File: src/rtl/ps2_key_pkg.sv
// Shared constants, key map and event types for the PS/2 key scanner.
package ps2_key_pkg;

    localparam logic [7:0] E0 = 8'hE0;
    localparam logic [7:0] F0 = 8'hF0;
    localparam logic [7:0] E1 = 8'hE1;

    localparam logic [2:0] PAUSE_SKIP = 3'd7;

    typedef enum logic [1:0] {MUST0, MUST1, DONTCARE} ext_mode_e;

    typedef enum logic [2:0] {ST_IDLE, ST_EXT, ST_BRK, ST_EXT_BRK, ST_PAUSE} dec_state_e;

    typedef struct packed {
        logic       used;
        logic [7:0] code;
        ext_mode_e  mode;
    } key_entry_t;

    typedef struct packed {
        logic [7:0] code;
        logic       ext;
        logic       brk;
    } key_evt_t;

    localparam int UP = 0, DOWN = 1, LEFT = 2, RIGHT = 3, PLUS = 4;
    localparam int MINUS = 5, ENTER = 6, ESCAPE = 7, RESET = 8, PAUSE = 9;

    function automatic key_entry_t key_map(input int idx);
        case (idx)
            UP:      key_map = '{1'b1, 8'h75, DONTCARE};
            DOWN:    key_map = '{1'b1, 8'h72, DONTCARE};
            LEFT:    key_map = '{1'b1, 8'h6B, DONTCARE};
            RIGHT:   key_map = '{1'b1, 8'h74, DONTCARE};
            PLUS:    key_map = '{1'b1, 8'h55, MUST0};
            MINUS:   key_map = '{1'b1, 8'h4E, MUST0};
            ENTER:   key_map = '{1'b1, 8'h5A, DONTCARE};
            ESCAPE:  key_map = '{1'b1, 8'h76, MUST0};
            RESET:   key_map = '{1'b1, 8'h2D, MUST0};
            PAUSE:   key_map = '{1'b1, 8'hE1, MUST0};
            default: key_map = '{1'b0, 8'h00, MUST0};
        endcase
    endfunction

    function automatic logic key_match(input key_entry_t e, input logic [7:0] code,
                                       input logic ext);
        return e.used && (e.code == code) && ((e.mode == DONTCARE) || ((e.mode == MUST1) == ext));
    endfunction

endpackage

File: src/rtl/ps2_frame_rx.sv
// PS/2 frame receiver: input synchronisers, sample-tick divider, 11-bit shifter,
// start/stop/odd-parity check and partial-frame timeout.
module ps2_frame_rx #(
    parameter int CLK_DIV       = 250,
    parameter int TIMEOUT_TICKS = 4000
) (
    input  logic       CLK,
    input  logic       RESET_N,
    input  logic       ps2_clk_i,
    input  logic       ps2_data_i,
    output logic       byte_vld_o,
    output logic [7:0] byte_o,
    output logic       frame_err_o
);
    localparam int DW = $clog2(CLK_DIV);
    localparam int TW = $clog2(TIMEOUT_TICKS + 1);

    logic [1:0]    clk_sync_q, dat_sync_q;
    logic          clk_prev_q;
    logic [DW-1:0] div_q;
    logic [10:0]   shift_q, shift_d;
    logic [3:0]    cnt_q, cnt_d;
    logic [TW-1:0] to_q, to_d;
    logic          byte_vld_q, frame_err_q;
    logic [7:0]    byte_q;
    logic          tick, fall, frame_end, frame_ok;

    assign tick      = (div_q == '0);
    assign fall      = tick && clk_prev_q && !clk_sync_q[1];
    assign frame_end = fall && (cnt_q == 4'd10);
    // shift_d holds the complete frame (start at bit 0) when frame_end is high
    assign frame_ok  = !shift_d[0] && shift_d[10] && (^shift_d[9:1]);

    always_comb begin
        shift_d = shift_q;
        cnt_d   = cnt_q;
        to_d    = to_q;
        if (fall) begin
            shift_d = {dat_sync_q[1], shift_q[10:1]};
            cnt_d   = frame_end ? 4'd0 : cnt_q + 4'd1;
            to_d    = TW'(TIMEOUT_TICKS);
        end else if (tick && (cnt_q != 4'd0)) begin
            if (to_q <= TW'(1)) begin
                cnt_d = 4'd0;
                to_d  = '0;
            end else begin
                to_d = to_q - TW'(1);
            end
        end
    end

    always_ff @(posedge CLK or negedge RESET_N) begin
        if (!RESET_N) begin
            clk_sync_q  <= 2'b11;
            dat_sync_q  <= 2'b11;
            clk_prev_q  <= 1'b1;
            div_q       <= '0;
            shift_q     <= '0;
            cnt_q       <= '0;
            to_q        <= '0;
            byte_vld_q  <= 1'b0;
            frame_err_q <= 1'b0;
            byte_q      <= '0;
        end else begin
            clk_sync_q  <= {clk_sync_q[0], ps2_clk_i};
            dat_sync_q  <= {dat_sync_q[0], ps2_data_i};
            div_q       <= tick ? DW'(CLK_DIV - 1) : div_q - DW'(1);
            if (tick) clk_prev_q <= clk_sync_q[1];
            shift_q     <= shift_d;
            cnt_q       <= cnt_d;
            to_q        <= to_d;
            byte_vld_q  <= frame_end && frame_ok;
            frame_err_q <= frame_end && !frame_ok;
            if (frame_end) byte_q <= shift_d[8:1];
        end
    end

    assign byte_vld_o  = byte_vld_q;
    assign byte_o      = byte_q;
    assign frame_err_o = frame_err_q;

endmodule

File: src/rtl/ps2_key_scanner.sv
// PS/2 key scanner: prefix-aware decoder, per-key held state and event FIFO.
// Define TYPEMATIC_FILTER_EN to suppress auto-repeat makes of keys already held.
//
// state      | meaning
// ST_IDLE    | no prefix pending
// ST_EXT     | E0 seen
// ST_BRK     | F0 seen
// ST_EXT_BRK | E0 F0 seen
// ST_PAUSE   | inside E1 Pause sequence, skip_q bytes left
module ps2_key_scanner
    import ps2_key_pkg::*;
#(
    parameter int CLK_DIV       = 250,
    parameter int TIMEOUT_TICKS = 4000,
    parameter int NUM_KEYS      = 10,
    parameter int FIFO_DEPTH    = 4
) (
    input  logic                CLK,
    input  logic                RESET_N,
    input  logic                PS2_CLK,
    input  logic                PS2_DATA,
    output logic [NUM_KEYS-1:0] key_press,
    output logic [NUM_KEYS-1:0] key_held,
    output logic                evt_valid,
    input  logic                evt_ready,
    output logic [7:0]          evt_code,
    output logic                evt_ext,
    output logic                evt_brk,
    output logic                frame_err,
    output logic                overflow
);
    localparam int AW = $clog2(FIFO_DEPTH);

    logic       byte_vld;
    logic [7:0] rx_byte;

    ps2_frame_rx #(
        .CLK_DIV       (CLK_DIV),
        .TIMEOUT_TICKS (TIMEOUT_TICKS)
    ) u_rx (
        .CLK         (CLK),
        .RESET_N     (RESET_N),
        .ps2_clk_i   (PS2_CLK),
        .ps2_data_i  (PS2_DATA),
        .byte_vld_o  (byte_vld),
        .byte_o      (rx_byte),
        .frame_err_o (frame_err)
    );

    dec_state_e state_q, state_d;
    logic [2:0] skip_q, skip_d;
    logic       ev_emit, ev_ext, ev_brk;
    logic [7:0] ev_code;

    always_ff @(posedge CLK or negedge RESET_N) begin
        if (!RESET_N) begin
            state_q <= ST_IDLE;
            skip_q  <= '0;
        end else begin
            state_q <= state_d;
            skip_q  <= skip_d;
        end
    end

    always_comb begin
        state_d = state_q;
        skip_d  = skip_q;
        if (byte_vld) begin
            case (state_q)
                ST_IDLE: begin
                    if (rx_byte == E0)      state_d = ST_EXT;
                    else if (rx_byte == F0) state_d = ST_BRK;
                    else if (rx_byte == E1) begin
                        state_d = ST_PAUSE;
                        skip_d  = PAUSE_SKIP;
                    end
                end
                ST_EXT:   state_d = (rx_byte == F0) ? ST_EXT_BRK : ST_IDLE;
                ST_PAUSE: begin
                    skip_d = skip_q - 3'd1;
                    if (skip_q == 3'd1) state_d = ST_IDLE;
                end
                default:  state_d = ST_IDLE;
            endcase
        end
    end

    always_comb begin
        ev_emit = 1'b0;
        ev_code = rx_byte;
        ev_ext  = 1'b0;
        ev_brk  = 1'b0;
        if (byte_vld) begin
            case (state_q)
                ST_IDLE:    ev_emit = (rx_byte != E0) && (rx_byte != F0) && (rx_byte != E1);
                ST_EXT: begin
                    ev_emit = (rx_byte != F0);
                    ev_ext  = 1'b1;
                end
                ST_BRK: begin
                    ev_emit = 1'b1;
                    ev_brk  = 1'b1;
                end
                ST_EXT_BRK: begin
                    ev_emit = 1'b1;
                    ev_ext  = 1'b1;
                    ev_brk  = 1'b1;
                end
                ST_PAUSE: begin
                    ev_emit = (skip_q == 3'd1);
                    ev_code = E1;
                end
                default: ev_emit = 1'b0;
            endcase
        end
    end

    logic [NUM_KEYS-1:0] hit, held_q, held_d, press_q, press_d;
    logic                suppress, push;

    always_comb begin
        for (int i = 0; i < NUM_KEYS; i++) hit[i] = key_match(key_map(i), ev_code, ev_ext);
    end

`ifdef TYPEMATIC_FILTER_EN
    assign suppress = !ev_brk && |(hit & held_q);
`else
    assign suppress = 1'b0;
`endif
    assign push = ev_emit && !suppress;

    // Pause is a momentary key: it pulses but never latches a held bit
    always_comb begin
        press_d = '0;
        held_d  = held_q;
        if (push && !ev_brk) begin
            press_d = hit;
            if (ev_code != E1) held_d = held_q | hit;
        end else if (ev_emit && ev_brk) begin
            held_d = held_q & ~hit;
        end
    end

    key_evt_t    mem_q [FIFO_DEPTH];
    key_evt_t    head;
    logic [AW:0] wr_q, rd_q;
    logic        ovf_q, empty, full, pop, do_push;

    assign empty   = (wr_q == rd_q);
    assign full    = (wr_q[AW] != rd_q[AW]) && (wr_q[AW-1:0] == rd_q[AW-1:0]);
    assign pop     = !empty && evt_ready;
    assign do_push = push && (!full || pop);

    always_ff @(posedge CLK) begin
        if (do_push) mem_q[wr_q[AW-1:0]] <= '{ev_code, ev_ext, ev_brk};
    end

    always_ff @(posedge CLK or negedge RESET_N) begin
        if (!RESET_N) begin
            wr_q    <= '0;
            rd_q    <= '0;
            ovf_q   <= 1'b0;
            held_q  <= '0;
            press_q <= '0;
        end else begin
            if (do_push) wr_q <= wr_q + 1'b1;
            if (pop) rd_q <= rd_q + 1'b1;
            if (push && full && !pop) ovf_q <= 1'b1;
            held_q  <= held_d;
            press_q <= press_d;
        end
    end

    assign head      = mem_q[rd_q[AW-1:0]];
    assign evt_valid = !empty;
    assign evt_code  = empty ? 8'h00 : head.code;
    assign evt_ext   = !empty && head.ext;
    assign evt_brk   = !empty && head.brk;
    assign key_press = press_q;
    assign key_held  = held_q;
    assign overflow  = ovf_q;

endmodule

File: config.mk
export PLATFORM = sky130hd
export DESIGN_NAME = ps2_key_scanner
export DESIGN_NICKNAME = d
export VERILOG_FILES = /design/src/rtl/ps2_key_pkg.sv /design/src/rtl/ps2_frame_rx.sv /design/src/rtl/ps2_key_scanner.sv
export SDC_FILE = /design/constraint.sdc
export NUM_CORES = 1
export LEC_CHECK = 0
export ABC_AREA = 1
export CORE_UTILIZATION = 26
export DETAILED_ROUTE_END_ITERATION = 7
export PLACE_DENSITY = 0.38
export SKIP_LAST_GASP = 1
export SYNTH_ARGS = -nofsm -noshare
export SYNTH_HDL_FRONTEND = slang
export SYNTH_SLANG_ARGS = --single-unit
File: constraint.sdc
create_clock -name CLK -period 2.45 [get_ports CLK]
set_input_delay 0.49 -clock CLK [delete_from_list [all_inputs] [get_ports CLK]]
set_output_delay 0.49 -clock CLK [all_outputs]
set_load 0.02 [all_outputs]
==> results_dict.tcl <==
set metrics [dict create \
    netlist.area_leader.share_pct 32.8 \
    fin_nets 748 \
    setup_viol 0 \
    synth_area_leaders "dfrtp_1, edfxtp_1, nand2_1" \
    power.internal_uw 4280 \
    worst_slew_pin_slew_ns 1.25 \
    overflow 0 \
    crit_path_max_incr_delay_ns 0.40 \
    combPwrFrac_pct 19.1 \
    vias 4489 \
    path_max_fanout 20 \
    grt_antenna_before_repair 0 \
    pin_count 38 \
    ys.flop_type "dfrtp_1" \
    drive_gt1_share_pct 15.5 \
    path_clk_slew_ns 0.06 \
    cts_tree "done" \
    p_leak_uw 0.00347 \
    p_clk_share_pct 43.9 \
    drv_cap 0 \
    grtUsageTotal_pct 12.5 \
    routabilityCongestion 0.813 \
    root_buffer "clkbuf_16" \
    synth_common_cells "nand2_1, inv_1, nor2_1" \
    slew_headroom_pct 15.8 \
    critical_path_class "flop to output pin" \
    wl_per_cell_microns 13.4 \
    dp_hpwl_microns 9630 \
    netSwitchingPower_uw 1590 \
    switching_share_pct 27.1 \
    avgSynthCellArea_sq_um 9.01 \
    cts_htree_levels 4 \
    worstPathCellList "buf_6 > nor2_1 > o32ai_2 > nand2_1 > inv_1 > dlygate4sd2_1" \
    routed_via_density 4.37 \
    drt_iter0_drc 195 \
    first_pass_iters 4 \
    rsz0062_at_grt "true" \
    clk_latency_ns 0.41 \
    grt_pass1_vias 4557 \
    fin_skew_ns 0.00933 \
    fp.dieArea_sq_um 23500 \
    yosysTopAreaCell "dfrtp_1" \
    synth_edf_count 40 \
    power_frac_seq_pct 37.0 \
    place.port_buffers 37 \
    cts_buffers 17 \
    seq_area_frac_synth_pct 55.2 \
    fillerInstances 2362 \
    synth_seq_cells 123 \
    fmax_mhz 430 \
    placed_area_sq_um 6750 \
    antenna_cells 0 \
    slew_viol_final 0 \
    grt_max_degree 43 \
    pre_cts_slack_ns 0.104 \
    hold_slack_ns 0.0398 \
    synthesis.nets 680 \
    synth_area_sq_um 5950 \
    power_density_nw_per_um2 790 \
    status "finished clean" \
    worstPathRequired_ns 1.96 \
    clock_sinks 123 \
    grt_pass1_wl_microns 23100 \
    antenna_left 0 \
    synth_cell_type_count 46 \
    hold_class "input pin to async pin" \
    die_y_microns 153 \
    yosysMostFrequentCell "nand2_1" \
    clock_path_buffers 2 \
    cp-start-kind "flop" \
    worst_slack_ns 0.127 \
    die_w_microns 153 \
    drt-total-wl_microns 13800 \
    cp.arrival_ns 1.83 \
    worst_setup_path_end_kind "output pin" \
    ir_drop_v 0.000404 \
    slowest_stage "dfrtp_1" \
    route.detailed.drc 0 \
    syn_inst 661 \
    async_flop_share_pct 67.5 \
    finalCritPeriodShare_pct 94.8 \
    period_needed_ns 2.32 \
    hold_violations 0 \
    design_area_sq_um 7440 \
    row_count 55 \
    ys_warn_count 0 \
    core_area_sq_um 22600 \
    area_growth_pct 24.9 \
    initial_utilization_pct 26.4 \
]
[power by group through the flow]
stage / registers [uW] / clock network (uW) / logic, uW
after floorplan: 2210 / 0 / 655
after global placement: 2210 / 0 / 1110
after detailed placement: 2210 / 0 / 1120
after CTS: 2170 / 2660 / 1160
after global routing: 2170 / 2740 / 1240
final: 2170 / 2580 / 1120
[per-layer routing]
metal	track usage [%]	share of wire [%]	up-vias
li1	-	-	2291
met1	14.9	46	2148
met2	22.1	51	41
met3	3.03	2.2	9
met4	3.57	0.94	0
met5	0	0	-
[repair_timing]
item	CTS	global route
endpoints found under the setup margin	11	8
gates resized for setup	19	15
pin swaps	0	2
gates cloned	0	1
hold buffers	0	0
setup buffers	6	1
[worst paths after layout]
kind | startpoint | end | slack, ns | depth (start not counted)
hold reg to reg | u_rx.clk_sync_q[0] | u_rx.clk_sync_q[1] | 0.36 | 0
max in group asynchronous | RESET_N | u_rx.clk_prev_q | 1.74 | 2
setup reg to reg | u_rx.div_q[0] | u_rx.byte_vld_o | 0.25 | 17
min in group CLK | u_rx.clk_sync_q[0] | u_rx.clk_sync_q[1] | 0.36 | 0
hold / removal | RESET_N | key_press[2] | 0.04 | 1
setup / recovery | rd_q[0] | evt_code[7] | 0.13 | 6
[cell type report]
type,count,area [sq um],share of cell area (%)
clock inverters,13,175,2.36
clock buffers,19,433,5.82
flip-flops and latches,123,3280,44.2
well taps,285,357,4.79
multi-input cells,430,2280,30.6
inverters,95,357,4.79
repair buffers,62,553,7.44
[layout by cell type (no fill, tap or decap), drive strengths merged, types with 6 or more instances in the layout]
master	synthesis	layout
nand2	149	149
nor2	98	98
inv	94	94
dfrtp	78	78
o21ai	50	50
edfxtp	40	40
nand3	39	40
buf	7	26
clkdlybuf4s50	0	25
clkbuf	7	24
ha	14	14
a21oi	14	14
nor3	10	10
o32ai	10	10
xor2	8	8
clkinv	1	7
nand4	6	6
[flip-flops by register name, summed over array words and instances, names as in the netlist, 4 cells and up, named ones only]
name / cells
key_press: 10
mem_q: 40
u_rx.byte_o: 8
u_rx.cnt_q: 4
u_rx.div_q: 8
u_rx.shift_q: 11
u_rx.to_q: 12
[critical path, delay by kind of cell (launching register included)]
| kind | cells | cell delay, ns |
|---|---|---|
| flops | 1 | 0.40 |
| buf+inv | 3 | 0.59 |
| compound gates | 1 | 0.27 |
| simple gates | 2 | 0.16 |
[cell families (layout without fill, tap and decap cells)]
kind of cell	count (synthesis)	after routing	synth area share (%)
XOR/XNOR	13	13	1.91
AO/OA/AOI/OAI	92	92	9.31
AND/OR/NAND/NOR	309	310	23.1
flip-flops	123	123	55.2
adder cells (fa/ha/maj)	14	14	2.94
buffers and inverters	109	189	7.42
multiplexers	1	1	0.189
[metrics by stage]
step | setup TNS [ns] | power [uW] | cells | utilization [%]
after floorplan | 0 | 2870 | 661 | -
after global placement | 0 | 3320 | 987 | 29.9
after detailed placement | 0 | 3330 | 987 | 29.9
after CTS | -0.0133 | 5990 | 1025 | 32.9
after global routing | -0.0337 | 6160 | 1027 | 32.9
final | 0 | 5870 | 1027 | 32.9
Power figures use the tool's default switching activity.
